`config.mk`:
```
export PLATFORM = sky130hd
export DESIGN_NAME = uart_rx_deser_flat
export DESIGN_NICKNAME = d
export VERILOG_FILES = /design/src/rtl/uart_rx_deser_if.sv /design/src/rtl/uart_rx_deser.sv /design/src/flat_wrapper.sv
export SDC_FILE = /design/constraint.sdc
export NUM_CORES = 1
export LEC_CHECK = 0
export ABC_CLOCK_PERIOD_IN_PS = 3900
export CAP_MARGIN = 20
export CORE_MARGIN = 1.5
export CORE_UTILIZATION = 45
export DETAILED_ROUTE_END_ITERATION = 8
export SKIP_LAST_GASP = 1
export SLEW_MARGIN = 15
export SYNTH_ARGS = -nofsm -noshare
export SYNTH_HDL_FRONTEND = slang
export SYNTH_SLANG_ARGS = --single-unit
export TNS_END_PERCENT = 50
```
`constraint.sdc`:
```
create_clock -name clk_i -period 3.9 [get_ports clk_i]
set_input_delay 0.39 -clock clk_i [delete_from_list [all_inputs] [get_ports clk_i]]
set_output_delay 0.39 -clock clk_i [all_outputs]
set_load 0.01 [all_outputs]
```
`src/rtl/uart_rx_deser_if.sv`:
```
// Byte-side handshake and status bundle of the UART receiver.
// master: the receiver (drives byte, valid and status); slave: the consumer.
interface uart_rx_deser_if;
    logic [7:0] data_o;
    logic       valid_o;
    logic       ready_i;
    logic       frame_err_o;
    logic       parity_err_o;
    logic       overrun_o;
    logic       busy_o;

    modport master (
        output data_o,
        output valid_o,
        input  ready_i,
        output frame_err_o,
        output parity_err_o,
        output overrun_o,
        output busy_o
    );

    modport slave (
        input  data_o,
        input  valid_o,
        output ready_i,
        input  frame_err_o,
        input  parity_err_o,
        input  overrun_o,
        input  busy_o
    );
endinterface

```
`src/rtl/uart_rx_deser.sv`:
```
// UART receiver: 8 data bits, optional parity, 1 or 2 stop bits, mid-bit sampling
// driven by a runtime clocks-per-bit divisor. Delivers bytes on a valid/ready
// handshake and reports framing, parity and overrun errors as 1-cycle pulses.
module uart_rx_deser #(
    parameter int unsigned DIV_WIDTH = 16
) (
    input  logic                 clk_i,
    input  logic                 rst_n_i,
    input  logic                 en_i,
    input  logic [DIV_WIDTH-1:0] div_i,
    input  logic                 pen_i,
    input  logic                 podd_i,
    input  logic                 stop2_i,
    input  logic                 rx_i,
    uart_rx_deser_if.master      rx_if
);

    localparam logic [2:0] StIdle   = 3'd0;
    localparam logic [2:0] StStart  = 3'd1;
    localparam logic [2:0] StData   = 3'd2;
    localparam logic [2:0] StParity = 3'd3;
    localparam logic [2:0] StStop1  = 3'd4;
    localparam logic [2:0] StStop2  = 3'd5;
    localparam logic [2:0] StWaitHi = 3'd6;

    localparam logic [DIV_WIDTH-1:0] DivMin = DIV_WIDTH'(4);
    localparam logic [DIV_WIDTH-1:0] One    = DIV_WIDTH'(1);

    logic                 rx_meta_q, rx_sync_q;
    logic [2:0]           state_q, state_d;
    logic [DIV_WIDTH-1:0] cnt_q, cnt_d;
    logic [2:0]           idx_q, idx_d;
    logic [DIV_WIDTH-1:0] div_q, div_d;
    logic                 pen_q, pen_d;
    logic                 podd_q, podd_d;
    logic                 stop2_q, stop2_d;
    logic [7:0]           shift_q, shift_d;
    logic                 par_err_q, par_err_d;
    logic                 frm_err_q, frm_err_d;
    logic [7:0]           data_q, data_d;
    logic                 valid_q, valid_d;
    logic                 frame_pulse_q, frame_pulse_d;
    logic                 parity_pulse_q, parity_pulse_d;
    logic                 overrun_pulse_q, overrun_pulse_d;

    logic                 rx_s;
    logic [DIV_WIDTH-1:0] half;
    logic [DIV_WIDTH-1:0] half_m1;
    logic [DIV_WIDTH-1:0] div_m1;
    logic                 complete;
    logic                 frame_bad;

    assign rx_s    = rx_sync_q;
    assign half    = div_q >> 1;
    assign half_m1 = half - One;
    assign div_m1  = div_q - One;

    // Next-state logic: bit timing, frame decode and completion handling.
    always_comb begin
        state_d         = state_q;
        cnt_d           = cnt_q + One;
        idx_d           = idx_q;
        div_d           = div_q;
        pen_d           = pen_q;
        podd_d          = podd_q;
        stop2_d         = stop2_q;
        shift_d         = shift_q;
        par_err_d       = par_err_q;
        frm_err_d       = frm_err_q;
        data_d          = data_q;
        valid_d         = valid_q & ~rx_if.ready_i;
        frame_pulse_d   = 1'b0;
        parity_pulse_d  = 1'b0;
        overrun_pulse_d = 1'b0;
        complete        = 1'b0;
        frame_bad       = 1'b0;

        if (!en_i) begin
            // Disable abandons any frame in flight; the output byte is kept.
            state_d = StIdle;
            cnt_d   = '0;
        end else begin
            case (state_q)
                StIdle: begin
                    cnt_d = '0;
                    if (!rx_s) begin
                        div_d     = (div_i < DivMin) ? DivMin : div_i;
                        pen_d     = pen_i;
                        podd_d    = podd_i;
                        stop2_d   = stop2_i;
                        par_err_d = 1'b0;
                        frm_err_d = 1'b0;
                        state_d   = StStart;
                    end
                end
                StStart: begin
                    if (cnt_q == half_m1) begin
                        cnt_d = '0;
                        idx_d = 3'd0;
                        // Line back high at mid-start means a glitch, not a frame.
                        state_d = rx_s ? StIdle : StData;
                    end
                end
                StData: begin
                    if (cnt_q == div_m1) begin
                        cnt_d   = '0;
                        shift_d = {rx_s, shift_q[7:1]};
                        idx_d   = idx_q + 3'd1;
                        if (idx_q == 3'd7) begin
                            state_d = pen_q ? StParity : StStop1;
                        end
                    end
                end
                StParity: begin
                    if (cnt_q == div_m1) begin
                        cnt_d     = '0;
                        par_err_d = rx_s != (^shift_q ^ podd_q);
                        state_d   = StStop1;
                    end
                end
                StStop1: begin
                    if (cnt_q == div_m1) begin
                        cnt_d = '0;
                        if (stop2_q) begin
                            frm_err_d = ~rx_s;
                            state_d   = StStop2;
                        end else begin
                            frame_bad = ~rx_s;
                            complete  = 1'b1;
                        end
                    end
                end
                StStop2: begin
                    if (cnt_q == div_m1) begin
                        cnt_d     = '0;
                        frame_bad = frm_err_q | ~rx_s;
                        complete  = 1'b1;
                    end
                end
                StWaitHi: begin
                    cnt_d = '0;
                    if (rx_s) begin
                        state_d = StIdle;
                    end
                end
                default: begin
                    cnt_d   = '0;
                    state_d = StIdle;
                end
            endcase

            // Completion happens at mid-stop so a back-to-back start bit is caught.
            if (complete) begin
                if (frame_bad) begin
                    frame_pulse_d = 1'b1;
                    state_d       = StWaitHi;
                end else if (par_err_q) begin
                    parity_pulse_d = 1'b1;
                    state_d        = StIdle;
                end else if (valid_q && !rx_if.ready_i) begin
                    overrun_pulse_d = 1'b1;
                    state_d         = StIdle;
                end else begin
                    data_d  = shift_q;
                    valid_d = 1'b1;
                    state_d = StIdle;
                end
            end
        end
    end

    // State registers with synchronous active-low reset.
    always_ff @(posedge clk_i) begin
        if (!rst_n_i) begin
            rx_meta_q       <= 1'b1;
            rx_sync_q       <= 1'b1;
            state_q         <= StIdle;
            cnt_q           <= '0;
            idx_q           <= 3'd0;
            div_q           <= '0;
            pen_q           <= 1'b0;
            podd_q          <= 1'b0;
            stop2_q         <= 1'b0;
            shift_q         <= 8'h00;
            par_err_q       <= 1'b0;
            frm_err_q       <= 1'b0;
            data_q          <= 8'h00;
            valid_q         <= 1'b0;
            frame_pulse_q   <= 1'b0;
            parity_pulse_q  <= 1'b0;
            overrun_pulse_q <= 1'b0;
        end else begin
            rx_meta_q       <= rx_i;
            rx_sync_q       <= rx_meta_q;
            state_q         <= state_d;
            cnt_q           <= cnt_d;
            idx_q           <= idx_d;
            div_q           <= div_d;
            pen_q           <= pen_d;
            podd_q          <= podd_d;
            stop2_q         <= stop2_d;
            shift_q         <= shift_d;
            par_err_q       <= par_err_d;
            frm_err_q       <= frm_err_d;
            data_q          <= data_d;
            valid_q         <= valid_d;
            frame_pulse_q   <= frame_pulse_d;
            parity_pulse_q  <= parity_pulse_d;
            overrun_pulse_q <= overrun_pulse_d;
        end
    end

    // Outputs are driven straight from registers.
    always_comb begin
        rx_if.data_o       = data_q;
        rx_if.valid_o      = valid_q;
        rx_if.frame_err_o  = frame_pulse_q;
        rx_if.parity_err_o = parity_pulse_q;
        rx_if.overrun_o    = overrun_pulse_q;
        rx_if.busy_o       = (state_q != StIdle);
    end

endmodule

```
`src/flat_wrapper.sv`:
```
// flat-port wrapper written by rule: the top's interface ports become plain ports
module uart_rx_deser_flat 
#(
    parameter int unsigned DIV_WIDTH = 16
)
  (clk_i, rst_n_i, en_i, div_i, pen_i, podd_i, stop2_i, rx_i, rx_if_data_o, rx_if_valid_o, rx_if_ready_i, rx_if_frame_err_o, rx_if_parity_err_o, rx_if_overrun_o, rx_if_busy_o);
  uart_rx_deser_if rx_if_i ();
  input  logic clk_i;
  input  logic rst_n_i;
  input  logic en_i;
  input  logic [DIV_WIDTH-1:0] div_i;
  input  logic pen_i;
  input  logic podd_i;
  input  logic stop2_i;
  input  logic rx_i;
  output wire logic [$bits(rx_if_i.data_o)-1:0] rx_if_data_o;
  output wire logic [$bits(rx_if_i.valid_o)-1:0] rx_if_valid_o;
  input wire logic [$bits(rx_if_i.ready_i)-1:0] rx_if_ready_i;
  output wire logic [$bits(rx_if_i.frame_err_o)-1:0] rx_if_frame_err_o;
  output wire logic [$bits(rx_if_i.parity_err_o)-1:0] rx_if_parity_err_o;
  output wire logic [$bits(rx_if_i.overrun_o)-1:0] rx_if_overrun_o;
  output wire logic [$bits(rx_if_i.busy_o)-1:0] rx_if_busy_o;
  assign rx_if_data_o = rx_if_i.data_o;
  assign rx_if_valid_o = rx_if_i.valid_o;
  assign rx_if_i.ready_i = rx_if_ready_i;
  assign rx_if_frame_err_o = rx_if_i.frame_err_o;
  assign rx_if_parity_err_o = rx_if_i.parity_err_o;
  assign rx_if_overrun_o = rx_if_i.overrun_o;
  assign rx_if_busy_o = rx_if_i.busy_o;
  uart_rx_deser #(.DIV_WIDTH(DIV_WIDTH)) u_core (.clk_i(clk_i), .rst_n_i(rst_n_i), .en_i(en_i), .div_i(div_i), .pen_i(pen_i), .podd_i(podd_i), .stop2_i(stop2_i), .rx_i(rx_i), .rx_if(rx_if_i));
endmodule
```
==> metrics.csv <==
metric,value,unit
status,finished clean,
first-pass GRT wire length,17.5,mm
final setup margin,349,ps
post-route ant nets,0,
pin count of the biggest net entering global routing,24,
Post-CTS Hold Buffers,0,
Post-synth ARST share,0,%
P&R area growth vs syn,15.1,%
Worst EP arrival,3780,ps
VDD IR-drop max,0.000209,V
hpwl dp,7.67,mm
RSZ-0062 raised after global routing,false,
number of global-route vias before repair,3475,
reg2reg end,u_core.cnt_q[6]$_SDFF_PN0_,
Syn Area/Cell,8.03,um2
fill count,874,
Worst Tran Pin Value,804,ps
max-cap viol count,0,
"critical path fanouts, max",16,
Slew HR,46.3,%
layout cell share with drive strength beyond 1,9.13,%
# port buffers,36,
Slowest cell on crit path,or4b_2,
worst hold-check path type,reg -> reg,
DIE HEIGHT,97.7,um
TritonCTS Sinks,65,
top area cells in the synthesized netlist,"dfxtp_1, xnor2_1, mux2i_1",
syn nets,532,
fin crit period,3550,ps
drt pass-1 iters,5,
n_diodes,0,
Synth top area share,32.2,%
Setup crit end,u_core.cnt_q[6]$_SDFF_PN0_,
dpl cell area,0.00445,mm2
CP Launch Point,u_core.div_q[2]$_SDFFE_PN0P_,
Seq cells post-synth,65,
CTS Root Cell,clkbuf_8,
HP Start,u_core.rx_meta_q$_SDFF_PN1_,
final core utilization,53.3,%
GRT Total Usage,22.7,%
setup TNS,0,ps
num ports,37,
Reg2Reg Setup Slack,350,ps
final wirelength,10.3,mm
std cell rows,34,
post-synthesis cell type count,60,
final clock skew,15.7,ps
nets,550,
Leak,1.73,nW
deepest clock path buffer count,2,
Syn Inst Count,503,
overall power,1.45,mW
grt ovf,0,
Crit path required time,4130,ps
FF-to-FF Start,u_core.div_q[2]$_SDFFE_PN0P_,
Starting DRT DRC Count,144,
vias,3644,
die area,0.00955,mm2
yosys warns,0,
Placer Congestion,1.01,
worst skew pair latency,360,ps
detail-routed via count per cell,5.75,
largest area contributor in the netlist,dfxtp_1,
cts bufs inserted,9,
DRC viols,0,
final hold viol count,0,
"commonest non-fill, non-tap cell in the layout",dfxtp_1,
H-tree levels,3,
Post-synth top flop,dfxtp_1,
max incr delay on CP,670,ps
final worst path period share,91.0,%
path depth of the worst reg2reg path,11,
Final Setup Violations,0,
Post-synth EDFFs,0,
# resized after CTS,0,
postcts setup bufs,0,
fin area,0.00465,mm2
"commonest non-fill, non-tap cells in the layout","dfxtp_1, nand2_1, nor2_1, xnor2_1, clkdlybuf4s50_1",
sequence of cells on the critical path,inv_1 > ha_1 > or4b_2 > o31ai_1 > and3b_1 > nand4_1 > a2111oi_4 > o2bb2ai_2 > o2111ai_4 > buf_4 > nor2_1,
Worst-path clk slew,90,ps
Die Width,97.7,um
routed len/inst,16.3,um
Cell Pwr Density,313,mW/mm2
initial antenna violation count,0,
Critical Path Sink Type,flop,
Fmax achieved,0.282,GHz
Post-Syn Area,0.00404,mm2
CP Launch Type,flop,
CTS tree,built,
sequential area share after synthesis,32.2,%
Core Area,0.00872,mm2
Slew Limit Fails,0,
crit path kind,reg -> reg,
Initial Utilization,46.3,%
dpl ws,375,ps
cells in the mapped netlist (all sizes together), types with 2 or more instances:
master	n
and2	2
nand2	56
and3	7
mux2i	22
nand4	10
or3b	2
nor3b	5
nand4b	2
o311ai	2
o31ai	3
o2111ai	3
xnor2	36
nand3b	2
a211oi	5
nand2b	6
a2111oi	5
a22oi	5
nor2b	4
or3	4
clkbuf	32
xor2	20
or4b	3
nor4	9
dfxtp	65
buf	6
a31oi	6
ha	5
o21ai	11
o22ai	4
o211ai	3
a21oi	27
or4	6
inv	13
o21bai	2
nor3	16
nor2	57
nand3	22
a32oi	2
flip-flops by register name (all words and copies together) (netlist names), 3 cells and up:
signal,flops
u_core.shift_q,8
u_core.rx_if.data_o,8
u_core.div_q,16
u_core.state_q,3
u_core.cnt_q,16
u_core.idx_q,3
worst min-delay path by stage:
stage	to	slack (ps)	depth (start not counted)
after floorplan	u_core.rx_s$_SDFF_PN1_	390	1
after global placement	u_core.rx_s$_SDFF_PN1_	390	1
after detailed placement	u_core.rx_s$_SDFF_PN1_	400	1
after CTS	u_core.rx_s$_SDFF_PN1_	420	1
after global routing	u_core.rx_s$_SDFF_PN1_	440	1
final	u_core.rx_s$_SDFF_PN1_	420	1
critical path: cells and delay by family (launching register included):
kind	cells	cell delay, ps
compound gates	4	1180
buf+inv	2	410
flops	1	360
fa+ha+maj	1	310
simple gates	4	1160
stage by stage:
step | hold WS (ps) | cells
after floorplan | 386 | 503
after global placement | 390 | 617
after detailed placement | 396 | 618
after CTS | 422 | 634
after global routing | 444 | 634
final | 416 | 634
kinds of logic after synthesis:
group,share of synthesized area (%)
xor+xnor,12.1
compound gates,15.5
buf+inv,5.33
mux,5.45
flops,32.2
simple gates,27.8
fa+ha+maj,1.55
metal layers:
layer	track usage, %	share of wire, %
met1	29.5	45
met2	37.1	47
met3	4.89	5.9
met4	8.24	2.1
met5	0	0
final cells by class:
class / instances / area (um2) / share of cell area [%]
multi-input combinational: 386 / 2520 / 54.3
tap: 108 / 135 / 2.91
clock buffer: 9 / 124 / 2.67
clock inverter: 7 / 76.3 / 1.64
sequential: 65 / 1300 / 28.0
timing repair buffer: 45 / 435 / 9.37
inverter: 14 / 52.6 / 1.13
power breakdown:
group / internal [mW] / switching, mW / leakage, nW
Clock: 0.301 / 0.303 / 0.0966
Sequential: 0.669 / 0.0116 / 0.525
Combinational: 0.0789 / 0.0901 / 1.11
Note: power is estimated with default switching activity, not from simulation.
